### src/rtl/fpnew_lane_sequencer.sv
// rtl/fpnew_lane_sequencer.sv - time-multiplexes one scalar FP lane unit across all lanes of a wide op
// Issues one lane slice per handshake, reassembles returned lane results and OR-collapses their status.
module fpnew_lane_sequencer #(
   parameter int unsigned Width       = 32,
   parameter int unsigned FpWidth     = 16,
   parameter int unsigned NumOperands = 3,
   parameter int unsigned TagWidth    = 1,
   localparam int unsigned NUM_LANES  = Width / FpWidth,
   localparam int unsigned LIDX_W     = (NUM_LANES > 1) ? $clog2(NUM_LANES) : 1
) (
   input  logic                           clk_i,
   input  logic                           rst_i,
   input  logic                           in_valid_i,
   output logic                           in_ready_o,
   input  logic [NumOperands*Width-1:0]   operands_i,
   input  logic                           vectorial_op_i,
   input  logic [TagWidth-1:0]            tag_i,
   input  logic                           flush_i,
   output logic                           lane_valid_o,
   input  logic                           lane_ready_i,
   output logic [NumOperands*FpWidth-1:0] lane_operands_o,
   output logic [LIDX_W-1:0]              lane_idx_o,
   input  logic                           lane_res_valid_i,
   output logic                           lane_res_ready_o,
   input  logic [FpWidth-1:0]             lane_res_i,
   input  logic [4:0]                     lane_status_i,
   input  logic                           lane_ext_bit_i,
   output logic                           out_valid_o,
   input  logic                           out_ready_i,
   output logic [Width-1:0]               result_o,
   output logic [4:0]                     status_o,
   output logic                           extension_bit_o,
   output logic [TagWidth-1:0]            tag_o,
   output logic                           busy_o
);
   localparam int unsigned CNT_W = $clog2(NUM_LANES + 1);

   typedef enum logic [1:0] {IDLE, RUN, DONE, DRAIN} state_e;

   state_e                       state_q;
   logic [NumOperands*Width-1:0] ops_q;
   logic                         vec_q;
   logic [CNT_W-1:0]             n_lanes_q;
   logic [CNT_W-1:0]             iss_cnt_q;
   logic [CNT_W-1:0]             ret_cnt_q;
   logic [CNT_W-1:0]             ret_inc;
   logic [CNT_W-1:0]             outstanding_nxt;
   logic [Width-1:0]             result_q;
   logic [4:0]                   status_q;
   logic                         ext_q;
   logic [TagWidth-1:0]          tag_q;
   logic                         issue_fire;
   logic                         ret_fire;

   assign in_ready_o       = (state_q == IDLE);
   assign busy_o           = (state_q != IDLE);
   assign out_valid_o      = (state_q == DONE);
   assign lane_valid_o     = (state_q == RUN) && (iss_cnt_q < n_lanes_q);
   assign lane_res_ready_o = (state_q == RUN) || (state_q == DRAIN);
   assign lane_idx_o       = iss_cnt_q[LIDX_W-1:0];
   assign issue_fire       = lane_valid_o && lane_ready_i;
   assign ret_fire         = lane_res_valid_i && lane_res_ready_o;
   assign ret_inc          = ret_cnt_q + CNT_W'(1);
   // Lane results still owed by the lane unit after this cycle's handshakes settle.
   assign outstanding_nxt  = iss_cnt_q + CNT_W'(issue_fire) - ret_cnt_q - CNT_W'(ret_fire);

   assign result_o         = result_q;
   assign status_o         = status_q;
   assign extension_bit_o  = ext_q;
   assign tag_o            = tag_q;

   always_comb begin
      lane_operands_o = '0;
      for (int l = 0; l < NUM_LANES; l++) begin
         if (iss_cnt_q == CNT_W'(l)) begin
            for (int i = 0; i < NumOperands; i++) begin
               lane_operands_o[i*FpWidth +: FpWidth] = ops_q[i*Width + l*FpWidth +: FpWidth];
            end
         end
      end
   end

   always_ff @(posedge clk_i) begin
      if (rst_i) begin
         state_q   <= IDLE;
         ops_q     <= '0;
         vec_q     <= 1'b0;
         n_lanes_q <= '0;
         iss_cnt_q <= '0;
         ret_cnt_q <= '0;
         result_q  <= '0;
         status_q  <= '0;
         ext_q     <= 1'b0;
         tag_q     <= '0;
      end else begin
         case (state_q)
            IDLE: begin
               if (in_valid_i) begin
                  ops_q     <= operands_i;
                  vec_q     <= vectorial_op_i;
                  n_lanes_q <= vectorial_op_i ? CNT_W'(NUM_LANES) : CNT_W'(1);
                  tag_q     <= tag_i;
                  status_q  <= '0;
                  iss_cnt_q <= '0;
                  ret_cnt_q <= '0;
                  state_q   <= RUN;
               end
            end
            RUN: begin
               if (issue_fire) iss_cnt_q <= iss_cnt_q + CNT_W'(1);
               if (ret_fire) begin
                  ret_cnt_q <= ret_inc;
                  status_q  <= status_q | lane_status_i;
                  if (ret_cnt_q == '0) ext_q <= lane_ext_bit_i;
                  // A scalar result is NaN-boxed / sign-extended with lane 0's extension bit.
                  for (int l = 0; l < NUM_LANES; l++) begin
                     if (ret_cnt_q == CNT_W'(l))
                        result_q[l*FpWidth +: FpWidth] <= lane_res_i;
                     else if (!vec_q && ret_cnt_q == '0)
                        result_q[l*FpWidth +: FpWidth] <= {FpWidth{lane_ext_bit_i}};
                  end
               end
               if (flush_i)
                  state_q <= (outstanding_nxt == '0) ? IDLE : DRAIN;
               else if (ret_fire && ret_inc == n_lanes_q)
                  state_q <= DONE;
            end
            DONE: begin
               if (flush_i || out_ready_i) state_q <= IDLE;
            end
            DRAIN: begin
               if (ret_fire) begin
                  ret_cnt_q <= ret_inc;
                  if (ret_inc == iss_cnt_q) state_q <= IDLE;
               end
            end
            default: state_q <= IDLE;
         endcase
      end
   end
endmodule

### config.mk
export PLATFORM = sky130hd
export DESIGN_NAME = fpnew_lane_sequencer
export DESIGN_NICKNAME = d
export VERILOG_FILES = /design/src/rtl/fpnew_lane_sequencer.sv
export SDC_FILE = /design/constraint.sdc
export NUM_CORES = 1
export LEC_CHECK = 0
export BUFFER_PORTS_ARGS = -buffer_cell sky130_fd_sc_hd__buf_2
export CORE_ASPECT_RATIO = 1.5
export CORE_UTILIZATION = 35
export DETAILED_ROUTE_END_ITERATION = 6
export GPL_ROUTABILITY_DRIVEN = 0
export GPL_TIMING_DRIVEN = 0
export PLACE_DENSITY = 0.61
export SETUP_SLACK_MARGIN = 0.1
export SLEW_MARGIN = 20
export SYNTH_ARGS = -nofsm -noshare
export SYNTH_HDL_FRONTEND = slang
export SYNTH_SLANG_ARGS = --single-unit
### constraint.sdc
create_clock -name clk_i -period 3.9 [get_ports clk_i]
set_clock_uncertainty 0.05 [all_clocks]
set_input_delay 0.195 -clock clk_i [delete_from_list [all_inputs] [get_ports clk_i]]
set_output_delay 0.195 -clock clk_i [all_outputs]
set_load 0.02 [all_outputs]
==> impl_metrics.csv, run 1 <==
group,metric,value,unit
min_path,whs_path_depth,3,
detailed_routing,vias,6720,
setup_path,worstReg2RegEnd,"state_q[1]",
clock_tree,path_clk_slew,0.06,ns
clock_tree,number_of_buffers_between_clock_root_and_the_deepest_sink,2,
status,run_status,"completed",
finish,final_cell_area,9050,um2
pwr,p_switching,1.90,mW
pwr,worst_ir_drop_vdd,258,uV
min_path,hold_start,"lane_status_i[1]",
die,floorplan.core_area,16700,um2
clock_tree,cts-buffers-inserted,17,
clock_tree,cts_tree,"yes",
pwr,p_total,5.09,mW
grt,global_route.usage.met2,44.5,%
finish,fin_cells,1403,
grt,gr-usage-all-layers,23.6,%
grt,most_heavily_used_metal_layer_in_global_routing,"met2",
timing,timing.setup.tns,0,ns
grt,grt_pass1_wl,32.3,mm
synthesis,syn_nets,961,
run,number_of_max_cap_violations,0,
synthesis,netlist-cell-type-count,34,
min_path,worst_hold_path_type,"in -> reg",
die,initial_utilization,35.7,%
min_path,hold-path-endpoint,"status_o[1]",
grt,first_global_vias,6645,
finish,synthToLayoutAreaGrowth,51.9,%
grt,grt.met1_usage,25.3,%
timing,worst_hold_slack,0.0241,ns
pwr,cellLeakagePower,3.87,nW
placement,placedCellCount,1255,
clock_tree,insertion_delay,0.41,ns
finish,utilization,54.2,%
detailed_routing,routed_via_density,4.79,
placement,dp.final_hpwl,14.6,mm
setup_path,crit_fanout,10,
synthesis,synth.cell_area,5960,um2
detailed_routing,number_of_design_rule_violations_left_by_the_first_detailed_router_iteration,239,
die,die_area,17600,um2
pwr,combPwrFrac,32.8,%
setup_path,reg2reg_from,"state_q[0]",
synthesis,number_of_flops_mapped_to_enable_cells_by_yosys,0,
detailed_routing,drcViolationCount,0,
finish,post_route_cells_drive_above_1_share,22.6,%
die,chip_height,162,um
die,die_w,109,um
synthesis,synth_seq_area_share,48.0,%
detailed_routing,dr.pass1.iters,5,
detailed_routing,drt-wirelength-per-cell,14.7,um
clock_tree,htree_levels,4,
timing,grt_setup_unrepaired,"false",
placement,detailedPlace.worstSlack,1.46,ns
detailed_routing,postRouteAntennaNets,0,
timing,finalMaxSlewViolations,0,
pwr,power_frac_clock,31.4,%
pwr,power.share.switching,37.3,%
clock_tree,number_of_clock_sinks,143,
pwr,power_report.internal_total,3.19,mW
grt,globalRoute.totalOverflow,0,
detailed_routing,route.final.wire_length,20.6,mm
timing,hold_violations,0,
setup_path,r2r_slack,1.54,ns
timing,rel_slew_slack,57.0,%
setup_path,setup.worst_path.end_class,"output port",
clock_tree,resized_cells_post_cts,0,
timing,setup_viol,0,
pwr,power.density,562,nW/um2
synthesis,netlist_instances,827,
placement,place.port_buffers,218,
setup_path,kind_of_start_point_of_the_critical_path,"flop",
placement,place_area,7310,um2
pwr,relative_contribution_of_sequential_cells_to_total_power,35.8,%
timing,fmaxAchievable,343,MHz
grt,grt_start_max_net_pins,17,
synthesis,postSynth.topFlopCell,"sky130_fd_sc_hd__dfxtp_1",
synthesis,synthesized_area_divided_by_synthesized_cell_count,7.20,um2
timing,timing.final.ws_setup,0.983,ns
finish,n_antenna_cell,0,
setup_path,timing.critical_path.arrival,2.67,ns
synthesis,ys.warnings.count,0,
synthesis,number_of_storage_elements_in_the_synthesis_netlist,143,
setup_path,crit_required,3.65,ns
grt,antenna_found_initial,0,
finish,finalNetCount,1314,
die,placement_rows,58,
setup_path,critPathKind,"reg -> out",
die,ioPinCount,220,
clock_tree,cts.root.buffer_cell,"sky130_fd_sc_hd__clkbuf_16",
timing,tightest_slew,0.645,ns
grt,use_met3,4.41,%
setup_path,depth_of_the_most_critical_reg_to_reg_path,8,
synthesis,synth_async_sr_flop_share,0,%
timing,timing.final.crit_share,74.8,%
timing,finalWorstPathRequiredPeriod,2.92,ns
finish,fill_cells,1686,
-- sequential cells by signal (all words and copies together) (netlist names) --
| name | count |
|---|---|
| status_o | 5 |
| ret_cnt_q | 2 |
| ops_q | 96 |
| vec_q | 1 |
| state_q | 2 |
| n_lanes_q | 1 |
| extension_bit_o | 1 |
| iss_cnt_q | 2 |
| tag_o | 1 |
| result_o | 32 |
-- cell families after synthesis --
group                    after synthesis  share of synthesized area [%]
AO/OA/AOI/OAI                        217                           19.7
XOR/XNOR                               7                           1.03
adder cells (fa/ha/maj)                7                           1.60
buffers and inverters                 75                           5.02
flip-flops                           143                           48.0
AND/OR/NAND/NOR                      378                           24.6
-- how the worst max path moves through the flow --
| stage | slack (ns) | startpoint | to | cells past startpoint |
|---|---|---|---|---|
| after detailed placement | 1.46 | iss_cnt_q[0] | lane_operands_o[32] | 7 |
| after global placement | 1.42 | iss_cnt_q[0] | lane_operands_o[32] | 7 |
| after CTS | 1.0 | iss_cnt_q[0] | lane_operands_o[32] | 7 |
| after global routing | 0.83 | iss_cnt_q[0] | lane_operands_o[30] | 7 |
| final | 0.98 | iss_cnt_q[0] | lane_operands_o[30] | 7 |
| after floorplan | 1.57 | vec_q | state_q[1] | 10 |
-- area by class of cell --
cell class	count	area, um2	area share [%]
repair buffers	334	2250	24.9
flip-flops and latches	143	2860	31.6
well taps	210	263	2.90
plain buffers	67	269	2.97
inverters	8	30.0	0.332
multi-input cells	609	2800	30.9
clock inverters	15	150	1.66
clock buffers	17	425	4.70
-- power by group through the flow --
stage	clock [mW]	sequential (mW)	combinational, mW
finish	1.59	1.82	1.67
global route	1.69	1.85	1.84
CTS	1.63	1.82	1.68
detailed placement	0	1.85	1.59
global placement	0	1.85	1.57
floorplan	0	1.92	0.966
-- layout by cell type, fill, tap and decap left out, drive strengths merged, types with 2 or more instances in the layout --
master	instances
clkinvlp	3
nand2b	3
a21oi	143
clkbuf	65
o211ai	2
nor3	6
nor2b	3
dlygate4sd3	116
and2	2
clkinv	2
nor2	22
xor2	2
nand3	6
dfxtp	143
nand2	334
o21ai	48
buf	237
a211oi	17
inv	17
ha	6
xnor2	5
-- cells in the mapped netlist (2+ instances only) --
| cell type | count | area share [%] |
|---|---|---|
| sky130_fd_sc_hd__nand3_1 | 6 | 0.50 |
| sky130_fd_sc_hd__nor2b_1 | 2 | 0.21 |
| sky130_fd_sc_hd__a211oi_1 | 16 | 2.0 |
| sky130_fd_sc_hd__inv_1 | 7 | 0.44 |
| sky130_fd_sc_hd__buf_1 | 5 | 0.32 |
| sky130_fd_sc_hd__xor2_1 | 2 | 0.29 |
| sky130_fd_sc_hd__nor3_1 | 6 | 0.50 |
| sky130_fd_sc_hd__buf_2 | 14 | 1.2 |
| sky130_fd_sc_hd__a21oi_1 | 143 | 12 |
| sky130_fd_sc_hd__clkbuf_1 | 48 | 3.0 |
| sky130_fd_sc_hd__and2_1 | 2 | 0.21 |
| sky130_fd_sc_hd__nor2_1 | 21 | 1.3 |
| sky130_fd_sc_hd__nand2_1 | 334 | 21 |
| sky130_fd_sc_hd__nand2b_1 | 3 | 0.32 |
| sky130_fd_sc_hd__dfxtp_1 | 143 | 48 |
| sky130_fd_sc_hd__o21ai_0 | 48 | 4.0 |
| sky130_fd_sc_hd__ha_1 | 6 | 1.3 |
| sky130_fd_sc_hd__xnor2_1 | 5 | 0.73 |
-- per-layer routing --
layer	wire, um	vias up	share of wire (%)
met3	954	39	4.6
met2	10800	206	53
met5	0	-	0
li1	-	3409	-
met4	529	0	2.6
met1	8290	3066	40
-- critical path, cell delays in order (launching register included) --
cell and delay, ns:
sky130_fd_sc_hd__dfxtp_1 0.39, sky130_fd_sc_hd__inv_1 0.11, sky130_fd_sc_hd__ha_1 0.23, sky130_fd_sc_hd__clkbuf_1 0.42
sky130_fd_sc_hd__buf_1 0.47, sky130_fd_sc_hd__nand2_1 0.11, sky130_fd_sc_hd__o21ai_0 0.30, sky130_fd_sc_hd__buf_2 0.24
-- what timing repair did --
item | in CTS | in global routing
endpoints found under the hold margin | 116 | 0
setup buffers | 0 | 0
hold buffers | 116 | 0
Note: power is estimated with default switching activity, not from simulation.
==> inputs of run 2 (changes only) <==
PLACE_DENSITY = 0.63   (was 0.61)
clock period = 2.6 ns   (was 3.9 ns; I/O delays follow)
==> run 2 against run 1 <==
First-iteration DRC count grew 21%. Count of clock-buffer cells in the layout increased by 2. Via count grew 0.65%. Critical path depth is the same. Power rose by 58%. Worst setup slack got worse by 0.75 ns. Sequential cell count unchanged. Non-clock buffer count is 5 higher. Register-to-register slack got worse by 1.3 ns. Sequential share of layout area shrank 0.55 points. Core utilization is 0.97 points higher. Combinational power rose by 51%. Critical path type unchanged. Largest cell class unchanged.
==> impl_metrics.csv, run 2 (synthesized netlist as in run 1, its figures left out) <==
group,metric,value,unit
timing,finalWorstPathRequiredPeriod,2.37,ns
finish,synthToLayoutAreaGrowth,54.6,%
die,initial_utilization,35.7,%
timing,fmaxAchievable,422,MHz
finish,regMostFlops,"ops_q",
grt,grt_start_max_net_pins,17,
setup_path,setup.worst_path.end_class,"output port",
clock_tree,cts-buffers-inserted,17,
setup_path,worstReg2RegEnd,"state_q[1]",
finish,layout.cells.most_common_list,"333 x sky130_fd_sc_hd__nand2_1, 234 x sky130_fd_sc_hd__buf_2, 143 x sky130_fd_sc_hd__a21oi_1, 142 x sky130_fd_sc_hd__dfxtp_1, 121 x sky130_fd_sc_hd__dlygate4sd3_1",
setup_path,depth_of_the_most_critical_reg_to_reg_path,8,
setup_path,crit_required,2.42,ns
setup_path,startpoint_of_the_most_critical_setup_path,"iss_cnt_q[1]",
detailed_routing,number_of_design_rule_violations_left_by_the_first_detailed_router_iteration,289,
detailed_routing,routed_via_density,4.80,
setup_path,kind_of_start_point_of_the_critical_path,"flop",
timing,setup_viol,0,
clock_tree,cts_tree,"yes",
die,chip_height,162,um
placement,detailedPlace.worstSlack,0.171,ns
timing,timing.setup.tns,0,ns
timing,hold_violations,0,
timing,finalMaxSlewViolations,0,
finish,n_antenna_cell,0,
grt,globalRoute.totalOverflow,0,
clock_tree,htree_levels,4,
run,number_of_max_cap_violations,0,
status,run_status,"completed",
die,floorplan.core_area,16700,um2
timing,timing.final.ws_setup,0.229,ns
die,die_area,17600,um2
setup_path,reg2reg_from,"state_q[0]",
setup_path,critPathKind,"reg -> out",
min_path,worst_hold_path_type,"in -> reg",
placement,place.port_buffers,218,
detailed_routing,dr.pass1.iters,5,
die,die_w,109,um
clock_tree,insertion_delay,0.42,ns
timing,tightest_slew,0.652,ns
detailed_routing,drcViolationCount,0,
setup_path,crit_fanout,10,
grt,antenna_found_initial,0,
clock_tree,post_cts_buffers,0,
grt,gr-usage-all-layers,23.7,%
placement,dp.final_hpwl,14.6,mm
finish,post_route_cells_drive_above_1_share,23.3,%
setup_path,r2r_slack,0.26,ns
pwr,cellLeakagePower,3.95,nW
finish,commonest_non_fill_non_tap_cell_in_the_layout,"sky130_fd_sc_hd__nand2_1",
timing,timing.final.crit_share,91.2,%
detailed_routing,vias,6764,
pwr,p_total,8.02,mW
grt,grt_pass1_wl,32.2,mm
finish,finalNetCount,1319,
clock_tree,path_clk_slew,0.06,ns
timing,rel_slew_slack,56.5,%
setup_path,critPathCapture,"lane_operands_o[40]",
die,ioPinCount,220,
finish,utilization,55.2,%
setup_path,timing.critical_path.arrival,2.19,ns
detailed_routing,postRouteAntennaNets,0,
timing,grt_setup_unrepaired,"false",
pwr,worst_ir_drop_vdd,482,uV
finish,flip_flop_count_of_the_largest_register_after_layout,96,
detailed_routing,route.final.wire_length,20.8,mm
grt,first_global_vias,6580,
clock_tree,number_of_buffers_between_clock_root_and_the_deepest_sink,2,
detailed_routing,drt-wirelength-per-cell,14.8,um
die,placement_rows,58,
clock_tree,cts.root.buffer_cell,"sky130_fd_sc_hd__clkbuf_16",
timing,worst_hold_slack,0.00180,ns
pwr,power.density,871,nW/um2
clock_tree,number_of_clock_sinks,143,
[run 2: cell count changes in the layout (fill, tap and decap cells not counted), sizes merged]
cell         previous run  this run
bufinv                  1         6
clkbuf                 65        67
dlygate4sd3           116       121
inv                    17        10
[run 2: timing repair]
action,CTS,global route
endpoints found under the setup margin,40,13
gates resized for setup,9,6
cloned,0,0
hold buffers,121,0
pin swaps,0,0
hold endpoints to repair,128,0
[run 2: where the power goes]
part           leakage (nW)  total [mW]  switching (mW)  internal (mW)
Clock                 0.314        2.77           0.963           1.80
Sequential             1.17        2.74           0.184           2.55
Combinational          2.47        2.52            1.62          0.891
Total                  3.95        8.02            2.77           5.25
[run 2: how the worst min path moves through the flow]
| stage | start | endpoint | slack [ns] | depth (start not counted) |
|---|---|---|---|---|
| 6_report | lane_ready_i | iss_cnt_q[0] | 0.002 | 4 |
| 5_1_grt | lane_ready_i | iss_cnt_q[0] | 0.01 | 4 |
| 4_1_cts | lane_ready_i | iss_cnt_q[1] | 0.04 | 4 |
| 3_5_place_dp | operands_i[56] | ops_q[56] | 0.33 | 3 |
| 3_3_place_gp | operands_i[51] | ops_q[51] | 0.32 | 3 |
| 2_1_floorplan | operands_i[0] | ops_q[0] | 0.22 | 2 |
[run 2: area by class of cell]
class / instances / area (um2)
Sequential cell: 143 / 2860
Clock buffer: 19 / 433
Inverter: 8 / 30.0
Clock inverter: 13 / 234
Tap cell: 210 / 263
Fill cell: 1643 / 7480
Buffer: 67 / 284
Multi-Input combinational cell: 609 / 2800
Timing Repair Buffer: 339 / 2300
[run 2: routing by layer]
layer,vias to the layer above,wire (um),global-route usage [%]
li1,3420,-,-
met1,3085,8170,25.6
met2,221,11100,44.0
met3,38,1050,5.10
met4,0,488,9.15
met5,-,0,0
[run 2: critical path, stage by stage (launching register included)]
cell                      delay, ns
sky130_fd_sc_hd__dfxtp_1       0.37
sky130_fd_sc_hd__inv_1         0.10
sky130_fd_sc_hd__ha_1          0.22
sky130_fd_sc_hd__buf_2         0.26
sky130_fd_sc_hd__buf_2         0.27
sky130_fd_sc_hd__nand2_1       0.08
sky130_fd_sc_hd__o21ai_0       0.24
sky130_fd_sc_hd__buf_2         0.22
[run 2: metrics by stage]
stage / area (um2) / cells
2_1_floorplan: 5960 / 827
3_3_place_gp: 7310 / 1255
3_5_place_dp: 7310 / 1255
4_1_cts: 9200 / 1408
5_1_grt: 9210 / 1408
6_report: 9210 / 1408
==> inputs of run 3 (changes only) <==
CELL_PAD_IN_SITES_DETAIL_PLACEMENT = 0   (was unset)
CELL_PAD_IN_SITES_GLOBAL_PLACEMENT = 1   (was unset)
CORE_UTILIZATION = 29   (was 35)
PLACE_DENSITY = 0.7   (was 0.63)
clock period = 2.8 ns   (was 2.6 ns; I/O delays follow)
==> run 3 against run 2 <==
Global-route usage decreased by 3.1 points. Worst setup slack improved by 0.088 ns. Count of clock-buffer cells in the layout increased by 1. Sequential cell count did not move. Worst hold slack improved by 0.024 ns. First-iteration DRC count fell by 3.5%. Sequential power down 7%. Cell area shrank 0.19%. Via count fell by 0.81%. Clock power down 15%. Critical path depth down 1. Die area increased by 20%.
==> impl_metrics.csv, run 3 (synthesized netlist as in run 1, its figures left out) <==
group,metric,value,unit
status,run_status,"completed",
timing,finalWorstPathRequiredPeriod,2.48,ns
die,die_area,21100,um2
finish,layout.cells.most_common_list,"334 x sky130_fd_sc_hd__nand2_1, 233 x sky130_fd_sc_hd__buf_2, 143 x sky130_fd_sc_hd__a21oi_1, 143 x sky130_fd_sc_hd__dfxtp_1, 120 x sky130_fd_sc_hd__dlygate4sd3_1",
finish,post_route_cells_drive_above_1_share,23.1,%
detailed_routing,vias,6709,
placement,place_area,7370,um2
detailed_routing,drt-wirelength-per-cell,14.9,um
finish,commonest_non_fill_non_tap_cell_in_the_layout,"sky130_fd_sc_hd__nand2_1",
timing,setup_viol,0,
pwr,power_report.internal_total,4.66,mW
timing,fmaxAchievable,403,MHz
finish,final_cell_area,9190,um2
finish,flip_flop_count_of_the_largest_register_after_layout,96,
setup_path,depth_of_the_most_critical_reg_to_reg_path,10,
die,chip_height,178,um
pwr,p_total,7.23,mW
setup_path,crit_required,2.61,ns
detailed_routing,routed_via_density,4.61,
clock_tree,number_of_buffers_between_clock_root_and_the_deepest_sink,2,
detailed_routing,route.final.wire_length,21.8,mm
timing,rel_slew_slack,56.7,%
min_path,hold-path-endpoint,"ret_cnt_q[1]",
setup_path,reg2reg_from,"vec_q",
detailed_routing,postRouteAntennaNets,0,
pwr,relative_contribution_of_sequential_cells_to_total_power,35.2,%
timing,timing.final.crit_share,88.7,%
clock_tree,path_clk_slew,0.06,ns
pwr,cellLeakagePower,3.92,nW
grt,gr-usage-all-layers,20.6,%
clock_tree,htree_levels,4,
die,initial_utilization,29.9,%
die,floorplan.core_area,19900,um2
clock_tree,post_cts_buffers,0,
finish,finalNetCount,1318,
clock_tree,cts.root.buffer_cell,"sky130_fd_sc_hd__clkbuf_16",
min_path,hold_start,"lane_res_valid_i",
placement,placedCellCount,1305,
detailed_routing,dr.pass1.iters,4,
setup_path,worstReg2RegEnd,"state_q[1]",
grt,globalRoute.totalOverflow,0,
grt,grt_start_max_net_pins,17,
setup_path,setup.worst_path.end_class,"output port",
timing,tightest_slew,0.649,ns
grt,most_heavily_used_metal_layer_in_global_routing,"met2",
setup_path,startpoint_of_the_most_critical_setup_path,"iss_cnt_q[0]",
timing,grt_setup_unrepaired,"false",
grt,first_global_vias,6749,
grt,grt_pass1_wl,33.9,mm
setup_path,timing.critical_path.arrival,2.29,ns
clock_tree,cts-buffers-inserted,17,
grt,antenna_found_initial,1,
clock_tree,insertion_delay,0.41,ns
grt,use_met3,5.08,%
run,number_of_max_cap_violations,0,
clock_tree,cts_tree,"yes",
setup_path,critPathKind,"reg -> out",
grt,global_route.usage.met2,39.1,%
pwr,p_switching,2.58,mW
setup_path,crit_fanout,10,
placement,place.port_buffers,218,
setup_path,r2r_slack,0.37,ns
timing,timing.setup.tns,0,ns
pwr,power.density,787,nW/um2
pwr,combPwrFrac,32.4,%
grt,grt.met1_usage,22.1,%
timing,hold_violations,0,
placement,dp.final_hpwl,15.9,mm
finish,fin_cells,1456,
pwr,power_frac_clock,32.4,%
min_path,whs_path_depth,3,
pwr,power.share.switching,35.6,%
die,ioPinCount,220,
min_path,worst_hold_path_type,"in -> reg",
detailed_routing,number_of_design_rule_violations_left_by_the_first_detailed_router_iteration,279,
setup_path,kind_of_start_point_of_the_critical_path,"flop",
detailed_routing,drcViolationCount,0,
finish,synthToLayoutAreaGrowth,54.3,%
die,die_w,119,um
die,placement_rows,63,
timing,finalMaxSlewViolations,0,
pwr,worst_ir_drop_vdd,371,uV
clock_tree,number_of_clock_sinks,143,
finish,regMostFlops,"ops_q",
run 3: cell types whose count changed in the layout (fill, tap and decap cells not counted), sizes merged:
cell / before / now
clkbuf: 67 / 69
bufinv: 6 / 3
diode: 0 / 1
buf: 237 / 236
dlygate4sd3: 121 / 120
clkinv: 2 / 3
inv: 10 / 9
run 3: power by group through the flow:
stage	Combinational (mW)	Sequential (mW)	Clock, mW
2_1_floorplan	1.35	2.67	0
3_3_place_gp	2.24	2.58	0
3_5_place_dp	2.24	2.59	0
4_1_cts	2.38	2.55	2.40
5_1_grt	2.62	2.58	2.49
6_report	2.34	2.54	2.35
run 3: cell type report:
type | instances | area (um2)
Tap cell | 260 | 325
Fill cell | 2135 | 10700
Inverter | 8 | 30.0
Clock inverter | 10 | 136
Antenna cell | 1 | 2.50
Buffer | 67 | 282
Timing Repair Buffer | 338 | 2290
Sequential cell | 143 | 2860
Multi-Input combinational cell | 609 | 2800
Clock buffer | 20 | 467
run 3: metrics by stage:
step | hold slack [ns] | setup WS, ns | utilization (%)
after CTS | 0.00523 | 0.136 | 46.1
after detailed placement | 0.337 | 0.253 | 37.0
after floorplan | 0.226 | 0.472 | -
after global routing | 0.0530 | 0.106 | 46.1
after global placement | 0.332 | 0.262 | 37.0
final | 0.0255 | 0.317 | 46.1
run 3: timing repair:
action	CTS	global route
setup endpoints to repair	40	20
hold buffers	120	0
hold endpoints to repair	121	0
resized for setup	5	7
run 3: worst max path at each step:
stage	to	slack, ns
final	lane_operands_o[31]	0.32
after global routing	lane_operands_o[30]	0.11
after CTS	lane_operands_o[40]	0.14
after detailed placement	lane_operands_o[27]	0.25
after global placement	lane_operands_o[27]	0.26
after floorplan	state_q[1]	0.47
run 3: per-layer routing:
| metal | vias up | wire, um |
|---|---|---|
| li1 | 3411 | - |
| met1 | 3079 | 8680 |
| met2 | 193 | 11400 |
| met3 | 26 | 1220 |
| met4 | 0 | 437 |
| met5 | - | 0 |
run 3: critical path, cell delays in order (launching register included):
cell                       delay [ns]
sky130_fd_sc_hd__dfxtp_1         0.49
sky130_fd_sc_hd__ha_1            0.36
sky130_fd_sc_hd__clkbuf_2        0.28
sky130_fd_sc_hd__clkbuf_2        0.29
sky130_fd_sc_hd__nand2_1         0.12
sky130_fd_sc_hd__o21ai_0         0.13
sky130_fd_sc_hd__buf_2           0.22
